### config.mk
export PLATFORM = sky130hd
export DESIGN_NAME = dds_wave_gen_flat
export DESIGN_NICKNAME = d
export VERILOG_FILES = /design/src/rtl/dds_wave_gen_if.sv /design/src/rtl/dds_wave_gen.sv /design/src/flat_wrapper.sv
export SDC_FILE = /design/constraint.sdc
export NUM_CORES = 1
export LEC_CHECK = 0
export CORE_UTILIZATION = 50
export DETAILED_ROUTE_END_ITERATION = 10
export HOLD_SLACK_MARGIN = 0.06
export PLACE_DENSITY = 0.85
export SYNTH_ARGS = -nofsm -noshare
export SYNTH_HDL_FRONTEND = slang
export SYNTH_SLANG_ARGS = --single-unit
### constraint.sdc
create_clock -name clk -period 5.1 [get_ports clk]
set_clock_uncertainty 0.2 [all_clocks]
set_input_delay 1.02 -clock clk [delete_from_list [all_inputs] [get_ports clk]]
set_output_delay 1.02 -clock clk [all_outputs]
set_load 0.005 [all_outputs]
### src/rtl/dds_wave_gen_if.sv
// Control and sample bundle for the DDS waveform generator.
// The master side (register bank / testbench) drives the tuning word, duty and
// shape select. The slave side (dds_wave_gen) returns the DAC sample, its valid
// strobe and the phase-wrap pulse.
interface dds_wave_gen_if #(
    parameter int DATA_W = 10
);
    logic              run;
    logic              phase_clr;
    logic [31:0]       inc_phi;
    logic [3:0]        occupation;
    logic [3:0]        waveform;
    logic [DATA_W-1:0] dac_data;
    logic              dac_valid;
    logic              wrap;

    modport master (
        output run, phase_clr, inc_phi, occupation, waveform,
        input  dac_data, dac_valid, wrap
    );

    modport slave (
        input  run, phase_clr, inc_phi, occupation, waveform,
        output dac_data, dac_valid, wrap
    );
endinterface

### src/rtl/dds_wave_gen.sv
// Phase-accumulator DDS waveform generator.
// A 32-bit accumulator advances by the tuning word on every run cycle. The
// registered output stage turns the phase held before each edge into an
// offset-binary sample (DC, square, ramp up/down, triangle).
// Optional build macro PARAM_SHADOW_EN: the tuning word, duty and shape are
// captured in shadow registers that update only at a phase wrap, on phase_clr,
// or right after reset release, so parameter changes are period-aligned.
module dds_wave_gen #(
    parameter int DATA_W = 10
) (
    input  logic           clk,
    input  logic           reset,
    dds_wave_gen_if.slave  bus
);

    localparam logic [DATA_W-1:0] MID_C = {1'b1, {(DATA_W-1){1'b0}}};
    localparam logic [DATA_W-1:0] MAX_C = {DATA_W{1'b1}};
    localparam logic [DATA_W-1:0] ZERO_C = {DATA_W{1'b0}};

    logic [31:0]       phase_q,    phase_d;
    logic              wrap_q,     wrap_d;
    logic [DATA_W-1:0] dac_data_q, dac_data_d;
    logic              dac_valid_q, dac_valid_d;

    logic [31:0]       inc_act;
    logic [3:0]        occ_act;
    logic [3:0]        wave_act;
    logic [32:0]       sum_s;
    logic [DATA_W-1:0] sample_s;

`ifdef PARAM_SHADOW_EN
    logic [31:0] inc_sh_q,  inc_sh_d;
    logic [3:0]  occ_sh_q,  occ_sh_d;
    logic [3:0]  wave_sh_q, wave_sh_d;
    logic        rel_q,     rel_d;
    logic        load_s;

    // Effective parameters: live inputs on the first cycle out of reset, shadows otherwise.
    always_comb begin
        if (rel_q) begin
            inc_act  = bus.inc_phi;
            occ_act  = bus.occupation;
            wave_act = bus.waveform;
        end else begin
            inc_act  = inc_sh_q;
            occ_act  = occ_sh_q;
            wave_act = wave_sh_q;
        end
    end

    // Shadow load on wrap carry, phase clear, or the cycle right after reset release.
    always_comb begin
        load_s    = rel_q | bus.phase_clr | (bus.run & sum_s[32]);
        rel_d     = 1'b0;
        inc_sh_d  = inc_sh_q;
        occ_sh_d  = occ_sh_q;
        wave_sh_d = wave_sh_q;
        if (load_s) begin
            inc_sh_d  = bus.inc_phi;
            occ_sh_d  = bus.occupation;
            wave_sh_d = bus.waveform;
        end else begin
            inc_sh_d  = inc_sh_q;
            occ_sh_d  = occ_sh_q;
            wave_sh_d = wave_sh_q;
        end
    end

    // Shadow registers; reset clears them and arms the release-load flag.
    always_ff @(posedge clk) begin
        if (reset) begin
            inc_sh_q  <= 32'd0;
            occ_sh_q  <= 4'd0;
            wave_sh_q <= 4'd0;
            rel_q     <= 1'b1;
        end else begin
            inc_sh_q  <= inc_sh_d;
            occ_sh_q  <= occ_sh_d;
            wave_sh_q <= wave_sh_d;
            rel_q     <= rel_d;
        end
    end
`else
    // Parameters pass straight through; a change is seen on the next edge.
    always_comb begin
        inc_act  = bus.inc_phi;
        occ_act  = bus.occupation;
        wave_act = bus.waveform;
    end
`endif

    // Accumulator sum with carry out of bit 31 kept as the wrap indication.
    always_comb begin
        sum_s = {1'b0, phase_q} + {1'b0, inc_act};
    end

    // Shape decode from the phase held before the edge (one-cycle latency).
    always_comb begin
        sample_s = MID_C;
        case (wave_act)
            4'd0: sample_s = MID_C;
            4'd1: begin
                if (phase_q[31:28] < occ_act) begin
                    sample_s = MAX_C;
                end else begin
                    sample_s = ZERO_C;
                end
            end
            4'd2: sample_s = phase_q[31 -: DATA_W];
            4'd3: sample_s = ~phase_q[31 -: DATA_W];
            4'd4: begin
                if (phase_q[31]) begin
                    sample_s = ~phase_q[30 -: DATA_W];
                end else begin
                    sample_s = phase_q[30 -: DATA_W];
                end
            end
            default: sample_s = MID_C;
        endcase
    end

    // Next-state: clear beats accumulate; a frozen accumulator never wraps.
    always_comb begin
        phase_d     = phase_q;
        wrap_d      = 1'b0;
        dac_valid_d = bus.run & ~bus.phase_clr;
        dac_data_d  = dac_data_q;
        if (bus.phase_clr) begin
            phase_d = 32'd0;
            wrap_d  = 1'b0;
        end else if (bus.run) begin
            phase_d = sum_s[31:0];
            wrap_d  = sum_s[32];
        end else begin
            phase_d = phase_q;
            wrap_d  = 1'b0;
        end
        if (dac_valid_d) begin
            dac_data_d = sample_s;
        end else begin
            dac_data_d = dac_data_q;
        end
    end

    // State and output registers with synchronous reset.
    always_ff @(posedge clk) begin
        if (reset) begin
            phase_q     <= 32'd0;
            wrap_q      <= 1'b0;
            dac_data_q  <= ZERO_C;
            dac_valid_q <= 1'b0;
        end else begin
            phase_q     <= phase_d;
            wrap_q      <= wrap_d;
            dac_data_q  <= dac_data_d;
            dac_valid_q <= dac_valid_d;
        end
    end

    assign bus.dac_data  = dac_data_q;
    assign bus.dac_valid = dac_valid_q;
    assign bus.wrap      = wrap_q;

endmodule

### src/flat_wrapper.sv
// flat-port wrapper written by rule: the top's interface ports become plain ports
module dds_wave_gen_flat 
#(
    parameter int DATA_W = 10
)
  (clk, reset, bus_run, bus_phase_clr, bus_inc_phi, bus_occupation, bus_waveform, bus_dac_data, bus_dac_valid, bus_wrap);
  dds_wave_gen_if #(.DATA_W(DATA_W)) bus_i ();
  input  logic clk;
  input  logic reset;
  input wire logic [$bits(bus_i.run)-1:0] bus_run;
  input wire logic [$bits(bus_i.phase_clr)-1:0] bus_phase_clr;
  input wire logic [$bits(bus_i.inc_phi)-1:0] bus_inc_phi;
  input wire logic [$bits(bus_i.occupation)-1:0] bus_occupation;
  input wire logic [$bits(bus_i.waveform)-1:0] bus_waveform;
  output wire logic [$bits(bus_i.dac_data)-1:0] bus_dac_data;
  output wire logic [$bits(bus_i.dac_valid)-1:0] bus_dac_valid;
  output wire logic [$bits(bus_i.wrap)-1:0] bus_wrap;
  assign bus_i.run = bus_run;
  assign bus_i.phase_clr = bus_phase_clr;
  assign bus_i.inc_phi = bus_inc_phi;
  assign bus_i.occupation = bus_occupation;
  assign bus_i.waveform = bus_waveform;
  assign bus_dac_data = bus_i.dac_data;
  assign bus_dac_valid = bus_i.dac_valid;
  assign bus_wrap = bus_i.wrap;
  dds_wave_gen #(.DATA_W(DATA_W)) u_core (.clk(clk), .reset(reset), .bus(bus_i));
endmodule
Yosys cells after proc, flatten, opt, wreduce, memory -nomap -nowiden
Cells that the tools add are included.
{ "classes": {"add_sub_neg": 1, "magnitude_cmp": 1, "eq_ne": 4, "mux": 3, "n_bitwise": 5, "n_reduce_logical": 2} }
{ "ops": {"columns": ["op", "n"], "rows": [
  ["$pmux 10 s4", 1],
  ["$add 32x32->33", 1],
  ["$mux 10", 2],
  ["$not 10->10", 2],
  ["$eq 4x2->1 const B", 2],
  ["$eq 4x1->1 const B", 1],
  ["$eq 4x3->1 const B", 1],
  ["$lt 4x4->1", 1],
  ["$reduce_or 3->1", 1],
  ["$not 1->1", 2],
  ["$reduce_or 2->1", 1],
  ["$and 1x1->1", 1]
]} }
{ "totals": {"reg_bits": 44, "input_bits": 44, "out_inout_bits": 12, "wordCells": 20} }

Logic depth before layout (Yosys ltp)
{ "depth": {"depth_word": 3, "depth_mapped": 9, "mapped_depth_nobuf": 9} }

Worst setup path before layout
No wires, ideal clock.
{ "synth_path": {"path_type": "input to register", "startpoint": "input port bus_inc_phi[21]", "endpoint": "register u_core.phase_q[30]", "setup_time_ps": 62, "arrival_time_ps": 2997, "t_required_ps": 4838, "setup_slack_ps": 1840, "stages": 9, "n_path_buf": 1, "cell_sequence": "ha_1 > clkbuf_1 > nand2_1 > or4_4 > nand3b_4 > o211ai_2 > o31ai_2 > or4_1 > nand3_1"} }
{ "synth_via": {"elab_chain_cells": 1} }
{ "synth_rtl": {"columns": ["element", "line", "text"], "rows": [
  ["start: declaration", "flat_wrapper.sv:12", "input wire logic [$bits(bus_i.inc_phi)-1:0] bus_inc_phi;"],
  ["$add 32x32->33", "dds_wave_gen.sv:94", "sum_s = {1'b0, phase_q} + {1'b0, inc_act};"],
  ["end signal: assignment", "dds_wave_gen.sv:153", "phase_q <= phase_d;"],
  ["end: declaration", "dds_wave_gen.sv:20", "logic [31:0] phase_q, phase_d;"]
]} }
No other way between the ends.
A chain may end at the register's enable or synchronous reset.

Worst setup path in the final report
{ "layout_path": {"startpoint": "input port bus_inc_phi[7]", "endpoint": "register u_core.phase_q[31]"} }
The elaborated chain is that of the path after synthesis.

==> run_results.csv <==
group,metric,value,unit
status,outcome,"completed",
synthesis,seq_area_frac_synth,24.6,%
job,cap_violations,0,
routing,dr.pass1.iters,4,
place,dp_hpwl,6890,microns
sta,hold_viol_final,0,
grt,grt.total_usage,25.2,%
synthesis,syn_inst,458,
setup_path,rr_worst_depth,8,
sta,period_share,71.1,%
cts,post_cts_buffers,0,
synthesis,synth_cell_types,52,
power_and_ir_drop,power_density,203,mW/mm^2
cells_and_area,synthToLayoutAreaGrowth,19.4,%
cells_and_area,nNetsFinal,581,
synthesis,postSynth.asyncResetShare,0,%
place,placedInstanceArea,0.00419,sq mm
cells_and_area,diodes,0,
grt,grt_max_degree,23,
grt,grt_pass1_vias,3421,
die,io_pins,56,
setup_path,setup.worst_path.class,"input port to flop",
power_and_ir_drop,switching_share,32.2,%
routing,drt-total-wl,9200,microns
place,pre_cts_ws,1.18,ns
cts,ctsResizeCount,0,
cts,cts_root_buf,"clkbuf_8",
routing,routedWlPerCell,15.4,microns
sta,setup-violations-final,0,
synthesis,synth_edf_count,0,
sta,timing.setup.tns,0,ns
place,placedCellCount,590,
synthesis,syn_area,0.00359,sq mm
cells_and_area,fin_area,0.00428,sq mm
setup_path,cp_slowest_cell,"clkdlybuf4s50_1",
sta,rsz0062_at_grt,"no",
die,dieWidth,86.7,microns
die,fp.coreArea,0.00687,sq mm
min_path,hold_class,"flop to flop",
synthesis,yosys.area.top_type,"dfxtp_1",
routing,drc_errors,0,
synthesis,synth.avg_cell_area,7.83,sq um
die,start_util,52.2,%
sta,max_freq,276,MHz
grt,grt_first_pass_wirelength,15100,microns
sta,tightest_slew,1.12,ns
cts,hold_buffers,0,
die,num_rows,30,
cts,htreeDepth,2,
synthesis,ys_ff_latch,44,
setup_path,endpoint_kind,"flop",
power_and_ir_drop,leakage,1.93,nW
synthesis,synth.most_common_cell,"nand2_1",
sta,fin_crit,3.63,ns
routing,final_antenna_net_count,0,
cts,clk_latency,0.30,ns
setup_path,path_max_fanout,6,
setup_path,crit_arrival,3.63,ns
synthesis,synthTopCellsByCount,"48 x nand2_1, 45 x a21oi_1, 44 x dfxtp_1",
place,gp_congestion,0.928,
sta,timing.final.ws_setup,1.47,ns
setup_path,cp-start-kind,"input port",
cts,clockBufferDepth,2,
min_path,whs_path_depth,2,
cts,cts_tree,"built",
grt,antenna_found_initial,0,
cells_and_area,instances_no_fill,598,
cts,cts.sink_count,44,
routing,drt_iter0_drc,301,
routing,vias,3613,
grt,overflow,0,
cts,clk_pin_slew,0.09,ns
die,dieHeight,86.7,microns
sta,slew_violations,0,
synthesis,synth_area_leaders,"dfxtp_1 25%, ha_1 12%, a21oi_1 6.3%, xnor2_1 5.6%, o21ai_0 5.0%",
routing,viasPerCell,6.04,
synthesis,synthFlopType,"dfxtp_1",
setup_path,ff2ff_setup_slack,2.31,ns
power_and_ir_drop,p_clk_share,27.5,%
place,port_buffers,55,
sta,max_slew_margin,24.7,%
setup_path,crit_path_cell_trace,"clkdlybuf4s50_1 -> ha_1 -> a21oi_1 -> a21boi_0 -> nand2b_1 -> a311oi_1 -> o211a_1 -> or3_1 -> a32o_1",
cells_and_area,drive_above_1_share,3.39,%
cells_and_area,fillCellCount,613,
power_and_ir_drop,internal_power,0.000589,W
setup_path,critPathMaxStageDelay,0.42,ns
synthesis,yosysWarnings,0,
cts,cts_made_buffers,5,
synthesis,synth_top_area_share,24.6,%
setup_path,required,5.11,ns
power_and_ir_drop,comb_power_share,29.5,%
die,die-area,0.00752,sq mm
power_and_ir_drop,p_switching,0.000280,W
synthesis,synthesis.nets,538,
power_and_ir_drop,irDropWorstVdd,0.122,mV
power_and_ir_drop,pwr-share-seq,42.9,%
-- metrics by stage --
stage	total power [W]	util, %	hold WS, ns
floorplan	0.000550	-	0.229
global placement	0.000622	61.0	0.239
detailed placement	0.000632	61.0	0.248
CTS	0.000866	62.3	0.261
global route	0.000911	62.3	0.273
finish	0.000868	62.3	0.259
-- state kept, by name, summed over array words and instances, names as in the netlist --
signal / flops
u_core.bus.wrap: 1
u_core.bus.dac_valid: 1
u_core.bus.dac_data: 10
u_core.phase_q: 32
-- area by class of cell --
class | count | area [sq um] | area share (%)
clock buffers | 8 | 90.1 | 2.10
inverters | 11 | 41.3 | 0.964
multi-input cells | 382 | 2580 | 60.3
flip-flops and latches | 44 | 881 | 20.6
well taps | 96 | 120 | 2.81
repair buffers | 57 | 566 | 13.2
-- worst paths after layout --
check | to | startpoint
min | u_core.bus.dac_data[5] | u_core.bus.dac_data[5]
max reg2reg | u_core.phase_q[31] | u_core.phase_q[7]
min reg2reg | u_core.bus.dac_data[5] | u_core.bus.dac_data[5]
max | u_core.phase_q[31] | bus_inc_phi[7]
-- metal layers --
metal | share of wire (%) | track usage [%] | up-vias
met1 | 44 | 30.5 | 1672
met5 | 0 | 0 | -
met2 | 48 | 44.3 | 131
met3 | 5.6 | 3.90 | 25
met4 | 2.4 | 11.1 | 0
li1 | - | - | 1785
-- cells in the final DEF (no fill, tap or decap), types with 7 or more instances in the layout --
cell | netlist | routed
clkdlybuf4s50_1 | 0 | 55
nand2_1 | 48 | 48
a21oi_1 | 45 | 45
dfxtp_1 | 44 | 44
o21ai_0 | 36 | 36
ha_1 | 35 | 35
nor2_1 | 32 | 32
xnor2_1 | 23 | 23
a21o_1 | 20 | 20
xor2_1 | 16 | 16
mux2i_1 | 12 | 12
inv_1 | 11 | 11
o22ai_1 | 11 | 11
nand3_1 | 10 | 10
nor3_1 | 10 | 10
nand4_1 | 10 | 10
and3_1 | 9 | 9
a31oi_1 | 7 | 7
-- critical path: cells and delay by family --
kind                       cells  cell delay [ns]
adders and majority gates      1             0.37
buffers and inverters          1             0.42
and+or+nand+nor                2             0.49
AOI/OAI and AO/OA              5             1.32
-- cell families (layout without fill, tap and decap cells) --
kind of cell | after synthesis | in the layout | synth area share, %
AOI/OAI and AO/OA | 157 | 157 | 27.7
xor gates and xnor gates | 39 | 39 | 9.52
adders and majority gates | 36 | 36 | 12.8
buffers and inverters | 32 | 76 | 3.42
DFF | 44 | 44 | 24.6
muxes | 12 | 12 | 3.35
and+or+nand+nor | 138 | 138 | 18.7
-- power by group through the flow --
stage | clock (W) | sequential [W] | combinational [W]
6_report | 0.000239 | 0.000373 | 0.000256
5_1_grt | 0.000254 | 0.000375 | 0.000283
4_1_cts | 0.000240 | 0.000373 | 0.000254
3_5_place_dp | 0 | 0.000381 | 0.000252
3_3_place_gp | 0 | 0.000380 | 0.000243
2_1_floorplan | 0 | 0.000375 | 0.000175
(Power assumes the default switching activity.)
